--- src/rtl/config_loader_if.sv ---
// Word-stream handshake between a bitstream source and the configuration loader.
interface config_loader_if #(
  parameter int unsigned WORD_WIDTH = 8
);
  logic [WORD_WIDTH-1:0] data_in;
  logic                  data_valid;
  logic                  data_ready;

  modport master (
    output data_in,
    output data_valid,
    input  data_ready
  );

  modport slave (
    input  data_in,
    input  data_valid,
    output data_ready
  );
endinterface

--- src/rtl/config_loader.sv ---
// Bitstream deserialiser: shifts words into a shadow register, checks a trailing XOR
// checksum and commits the result to the fabric config bus, releasing fabric reset on success.
module config_loader #(
  parameter int unsigned CONFIG_WIDTH = 438,
  parameter int unsigned WORD_WIDTH   = 8
) (
  input  logic                    clock,
  input  logic                    reset,
  input  logic                    start,
  config_loader_if.slave          bus,
  output logic [CONFIG_WIDTH-1:0] config_out,
  output logic                    fabric_nreset,
  output logic                    busy,
  output logic                    done,
  output logic                    error
);

  localparam int unsigned NUM_WORDS = (CONFIG_WIDTH + WORD_WIDTH - 1) / WORD_WIDTH;
  localparam int unsigned SHADOW_W  = NUM_WORDS * WORD_WIDTH;
  localparam int unsigned CNT_W     = $clog2(NUM_WORDS);

  typedef enum logic [2:0] {
    S_IDLE,
    S_LOAD,
    S_CHECK,
    S_DONE,
    S_ERROR
  } state_t;

  state_t state, state_next;

  logic [SHADOW_W-1:0]   shadow;
  logic [WORD_WIDTH-1:0] acc;
  logic [CNT_W-1:0]      count;

  logic xfer;
  logic last_word;
  logic sum_ok;
  logic can_start;

  assign xfer      = bus.data_valid && bus.data_ready;
  assign last_word = (count == CNT_W'(NUM_WORDS - 1));
  assign sum_ok    = (bus.data_in == acc);
  assign can_start = (state == S_IDLE) || (state == S_DONE) || (state == S_ERROR);

  always_ff @(posedge clock) begin
    if (reset) state <= S_IDLE;
    else       state <= state_next;
  end

  always_comb begin
    state_next = state;
    unique case (state)
      S_IDLE, S_DONE, S_ERROR: if (start) state_next = S_LOAD;
      S_LOAD:                  if (xfer && last_word) state_next = S_CHECK;
      S_CHECK:                 if (xfer) state_next = sum_ok ? S_DONE : S_ERROR;
      default:                 state_next = S_IDLE;
    endcase
  end

  // Status outputs are pure state decodes, so data_ready never depends on data_valid.
  always_comb begin
    bus.data_ready = 1'b0;
    busy           = 1'b0;
    done           = 1'b0;
    error          = 1'b0;
    fabric_nreset  = 1'b0;
    unique case (state)
      S_LOAD, S_CHECK: begin
        bus.data_ready = 1'b1;
        busy           = 1'b1;
      end
      S_DONE: begin
        done          = 1'b1;
        fabric_nreset = 1'b1;
      end
      S_ERROR: error = 1'b1;
      default: ;
    endcase
  end

  // Words enter at the top and shift down, so word k ends at shadow[k*W +: W].
  always_ff @(posedge clock) begin
    if (reset) begin
      shadow     <= '0;
      acc        <= '0;
      count      <= '0;
      config_out <= '0;
    end else begin
      if (can_start && start) begin
        count <= '0;
        acc   <= '0;
      end
      if (state == S_LOAD && xfer) begin
        shadow <= {bus.data_in, shadow[SHADOW_W-1:WORD_WIDTH]};
        acc    <= acc ^ bus.data_in;
        count  <= count + CNT_W'(1);
      end
      if (state == S_CHECK && xfer && sum_ok)
        config_out <= shadow[CONFIG_WIDTH-1:0];
    end
  end

endmodule
--- src/flat_wrapper.sv ---
// flat-port wrapper written by rule: the top's interface ports become plain ports
module config_loader_flat 
#(
  parameter int unsigned CONFIG_WIDTH = 438,
  parameter int unsigned WORD_WIDTH   = 8
)
  (clock, reset, start, config_out, fabric_nreset, busy, done, error, bus_data_in, bus_data_valid, bus_data_ready);
  config_loader_if #(.WORD_WIDTH(WORD_WIDTH)) bus_i ();
  input  logic clock;
  input  logic reset;
  input  logic start;
  output logic [CONFIG_WIDTH-1:0] config_out;
  output logic fabric_nreset;
  output logic busy;
  output logic done;
  output logic error;
  input wire logic [$bits(bus_i.data_in)-1:0] bus_data_in;
  input wire logic [$bits(bus_i.data_valid)-1:0] bus_data_valid;
  output wire logic [$bits(bus_i.data_ready)-1:0] bus_data_ready;
  assign bus_i.data_in = bus_data_in;
  assign bus_i.data_valid = bus_data_valid;
  assign bus_data_ready = bus_i.data_ready;
  config_loader #(.CONFIG_WIDTH(CONFIG_WIDTH), .WORD_WIDTH(WORD_WIDTH)) u_core (.clock(clock), .reset(reset), .start(start), .bus(bus_i), .config_out(config_out), .fabric_nreset(fabric_nreset), .busy(busy), .done(done), .error(error));
endmodule
--- config.mk ---
export PLATFORM = sky130hd
export DESIGN_NAME = config_loader_flat
export DESIGN_NICKNAME = d
export VERILOG_FILES = /design/src/rtl/config_loader_if.sv /design/src/rtl/config_loader.sv /design/src/flat_wrapper.sv
export SDC_FILE = /design/constraint.sdc
export NUM_CORES = 2
export LEC_CHECK = 0
export ABC_AREA = 1
export BUFFER_PORTS_ARGS = -buffer_cell sky130_fd_sc_hd__buf_2
export CORE_ASPECT_RATIO = 0.5
export CORE_MARGIN = 10
export CORE_UTILIZATION = 30
export CTS_CLUSTER_DIAMETER = 30
export DETAILED_ROUTE_END_ITERATION = 6
export HOLD_SLACK_MARGIN = 0.1
export PLACE_DENSITY_LB_ADDON = 0.05
export RECOVER_POWER = 25
export SETUP_SLACK_MARGIN = 0.2
export SKIP_CTS_REPAIR_TIMING = 1
export SYNTH_ARGS = -nofsm -noshare
export SYNTH_HDL_FRONTEND = slang
export SYNTH_SLANG_ARGS = --single-unit
--- constraint.sdc ---
create_clock -name clock -period 2.3 [get_ports clock]
set_input_delay 0.46 -clock clock [delete_from_list [all_inputs] [get_ports clock]]
set_output_delay 0.46 -clock clock [all_outputs]
set_load 0.02 [all_outputs]
# == Word-level counts from Yosys, hierarchy flattened ==
# Cells that the tools add are included.
# totals
ff_bits,895
inputBits,12
out_inout_bits,443
wordCells,41
# classes
add_sub_neg,1
n_eq_ne,9
n_mux,12
n_bitwise,1
reduce_logical,13
# ops
operator,n
two-way mux 8 bit,2
two-way mux 3 bit,4
two-way mux 6 bit,2
one-hot mux 3 bit (3 select lines),1
== test 8 bit,1
XOR 8 bit,1
adder 6 x 1 -> 6 bit (second input constant),1
== test 3 x 2 -> 1 bit (second input constant),2
== test 6 bit (second input constant),1
logical AND 1 bit,6
!= test 2 x 1 -> 1 bit (second input constant),2
== test 3 x 1 -> 1 bit (second input constant),1
== test 3 bit (second input constant),1
logical NOT 3 bit,1
two-way mux 1 bit,3
AND reduction 3 bit,1
OR reduction 3 bit,1
logical OR 1 bit,2
!= test 2 bit (second input constant),1
nonzero test 2 bit,1
OR reduction 2 bit,1

# == Longest topological paths before layout ==
# logic_depth
word_depth,7
depth_mapped,10
depth_no_buf,9

# == Worst setup path before layout ==
# Ideal clock, no wire load.
# synth_timing
kind,input to register
start,input bus_data_in[4]
end,register u_core.config_out[417]
setup_ns,0.132
arrival_ns,1.430
required_ns,2.168
setup_slack_ns,0.738
cell_stages,10
path_buffers,2
cell_sequence,inv_1 nand2_1 nand2_1 nand2_1 nor2_4 nand3_2 buf_2 buf_2 nand2_1 a21oi_1
# synth_via
elab_chain_cells,2
# synth_rtl
item,line,source
start: declaration,flat_wrapper.sv:17,input wire logic [$bits(bus_i.data_in)-1:0] bus_data_in;
== test 8 bit,config_loader.sv:43,assign sum_ok = (bus.data_in == acc);
logical AND 1 bit,config_loader.sv:99,if (state == S_CHECK && xfer && sum_ok)
end signal: assignment,config_loader.sv:100,config_out <= shadow[CONFIG_WIDTH-1:0];
end: declaration,config_loader.sv:11,"output logic [CONFIG_WIDTH-1:0] config_out,"
# Every way passes these cells.
# A chain may end at the register's enable or synchronous reset.

# == Worst setup path after layout ==
# layout_timing
start,register u_core.state[0]
end,output busy
# layout_via
elab_chain_cells,3
elab_cells_between_ends,4
classes_between,eq/ne: 2; mux: 1; reduce/logical: 1
# layout_rtl
item,line,source
start: declaration,config_loader.sv:30,"state_t state, state_next;"
start signal: assignment,config_loader.sv:48,else state <= state_next;
== test 3 x 2 -> 1 bit or == test 3 x 1 -> 1 bit (tied branches),config_loader.sv:68,unique case (state)
OR reduction 2 bit *,config_loader.sv:68,
two-way mux 1 bit *,config_loader.sv:68,
end: declaration,flat_wrapper.sv:14,output logic busy;
# Mark *: on every way between the ends. The rest lies on a longest branch, timed or not.

==> results.md <==
- Fmax: 475 MHz
- Max Slew Vio Count: 0
- First-pass GRT wire length: 178 mm
- Num CTS Buffers: 145
- EDFF count, synth: 0
- Avg WL per Cell: 19.3 um
- Clk Latency, worst-skew pair: 0.75 ns
- Worst min path class: primary input to register
- Post-route setup TNS: 0 ns
- Slew HR: 0.527
- Share of the synthesized area in the top cell type: 0.550
- Crit path from: u_core.state[0]$_SDFFE_PP0P_
- RSZ-0062 raised after global routing: true
- Hold Crit Start: bus_data_in[4]
- Post-synthesis async set-or-reset flop share: 0
- Crit path required time: 1.84 ns
- Worst Path Arrival: 1.65 ns
- Final ANT Viol Nets: 0
- Number of max-cap violations: 0
- Crit Path Category: register to primary output
- Final Hold Viols: 0
- Synth area leaders: dfxtp_1 55%, nor2_1 10%, nand4_1 8.4%
- Layout Cells excl Fill: 5,953
- Area leader, netlist: dfxtp_1
- I/O pin count: 455
- Vias: 29,200
- Pin count of the biggest net entering global routing: 136
- Worst Path Max Fanout: 4
- Total grt overflow: 0
- Setup crit start kind: register
- Most common cell in the netlist: dfxtp_1
- Period utilization: 0.916
- Share of cells above drive strength 1: 0.113
- Syn nets: 4,074
- Drt via density: 4.90
- Clk_skew: 0.0248 ns
- Die Y: 253 um
- #FFs+latches synth: 895
- Dpl hpwl: 72.7 mm
- Total Power: 46.6 mW
- Overall routing resource usage: 0.180
- CTS tree: yes
- Pwr dens: 1140 mW/mm^2
- Sequential share of the synthesized area: 0.550
- Initial antenna violation count: 4
- CTS root buffer: clkbuf_16
- Filler cells: 11,300
- Clock Sinks: 895
- IR drop worst, VDD: 0.000742 V
- Input/output buffers: 454
- Final min period: 2.11 ns
- Final Core Density: 0.381
- Die X: 486 um
- Synth cell types: 21
- Mapped Area: 0.0326 sq mm
- Crit path capture type: primary output
- Cells after Synth: 4,060
- Main synth FF type: dfxtp_1
- Die ar.: 0.123 sq mm
- Clock-pin slew on the worst setup and hold paths: 0.05 ns
- Worst-margin pin slew: 0.709 ns
- Starting Density: 0.303
- Most frequent cells after synthesis: 895 x dfxtp_1, 871 x nor2_1, 501 x nand2_1, 464 x a21oi_1, 443 x o21ai_0
- CTS H-tree depth: 4
- Layout Nets: 4,407
- Core Box Area: 0.108 sq mm
- Worst r2r src: u_core.state[0]$_SDFFE_PP0P_
- Area grow syn2layout: 26.0%
- Vias in the first global route: 28,700
- Final wirelength: 115 mm
- Final setup viols: 0
- Leak Pwr: 16.1 nW
- Synth warn: 0
- Maximum buffer depth of the clock tree: 3
- Final estimated routing congestion in global placement: 0.748
- First-pass DRT Iterations: 6
- Syn_area_per_cell: 8.02 sq um
- Hold_ws: 0.123 ns
- Outcome: finished clean
- Cells after DPL: 5,669
- # DRC: 0
- DRT iter0 DRCs: 2,047
- Site row count: 85
## final timing paths
| check | end | slack [ns] | depth (start not counted) |
|---|---|---|---|
| hold reg to reg | u_core.config_out[315]$_SDFFE_PP0P_ | 0.46 | 2 |
| hold / removal | u_core.acc[4]$_SDFFE_PP0P_ | 0.12 | 4 |
| setup / recovery | busy | 0.19 | 5 |
| setup reg to reg | u_core.shadow[94]$_SDFFE_PP0P_ | 0.28 | 9 |
## cells by family after synthesis
logic type      Yosys count  share of synthesized area
simple gates           1832                      0.246
compound gates          907                      0.139
flops                   895                      0.550
buf+inv                 423                     0.0634
fa+ha+maj                 2                   0.000768
xor+xnor                  1                   0.000269
## report_power, final
part | total (mW) | switching [mW] | internal, mW
clock network | 22.0 | 8.17 | 13.8
registers | 18.9 | 1.55 | 17.3
logic | 5.80 | 3.95 | 1.86
## worst max-delay path, stage by stage, from the launching register on
cell,delay [ns]
dfxtp_1,0.37
inv_4,0.07
nor2_4,0.15
nand2_4,0.08
nand2_4,0.10
buf_6,0.12
## layout make-up
| class | instances | area (sq um) | share of cell area |
|---|---|---|---|
| sequential | 895 | 17900 | 0.436 |
| clock inverter | 82 | 895 | 0.0218 |
| tap | 1435 | 1800 | 0.0437 |
| clock buffer | 187 | 4020 | 0.0979 |
| antenna | 3 | 7.51 | 0.000183 |
| inverter | 30 | 130 | 0.00317 |
| multi-input combinational | 2742 | 12700 | 0.308 |
| timing repair buffer | 579 | 3630 | 0.0885 |
## through the flow
stage | instance area [sq um] | setup WS, ns
after floorplan | 32600 | 0.738
after global placement | 36300 | 0.0590
after detailed placement | 36300 | 0.0905
after CTS | 41300 | -0.0385
after global routing | 41100 | 0.110
final | 41100 | 0.194
## flip-flops by register name, summed over array words and instances (netlist names)
signal and count:
u_core.shadow 440, u_core.config_out 438, u_core.acc 8, u_core.count 6
u_core.state 3
## placed cells by master (no fill, tap or decap), types with 2 or more instances in the layout
cell / instances
dfxtp_1: 893
nor2_1: 868
nand2_1: 498
a21oi_1: 464
o21ai_0: 443
nand4_1: 439
clkbuf_1: 347
clkbuf_16: 147
buf_2: 122
buf_12: 61
buf_4: 54
inv_1: 24
clkinv_2: 24
inv_6: 20
clkbuf_8: 19
clkinvlp_4: 16
nand3_1: 14
bufinv_16: 12
dlygate4sd3_1: 10
nor2_4: 6
clkinv_4: 5
buf_6: 5
inv_8: 4
diode_2: 3
inv_2: 3
nand2_4: 2
nand3_4: 2
ha_1: 2
clkinv_8: 2
dfxtp_2: 2
## per-layer routing
layer	share of wire	routed length, um	track usage
met1	0.45	51500	0.231
met3	0.040	4610	0.0348
met5	0	0	0
met4	0.022	2550	0.0552
met2	0.49	56200	0.305
Power figures use the tool's default switching activity.
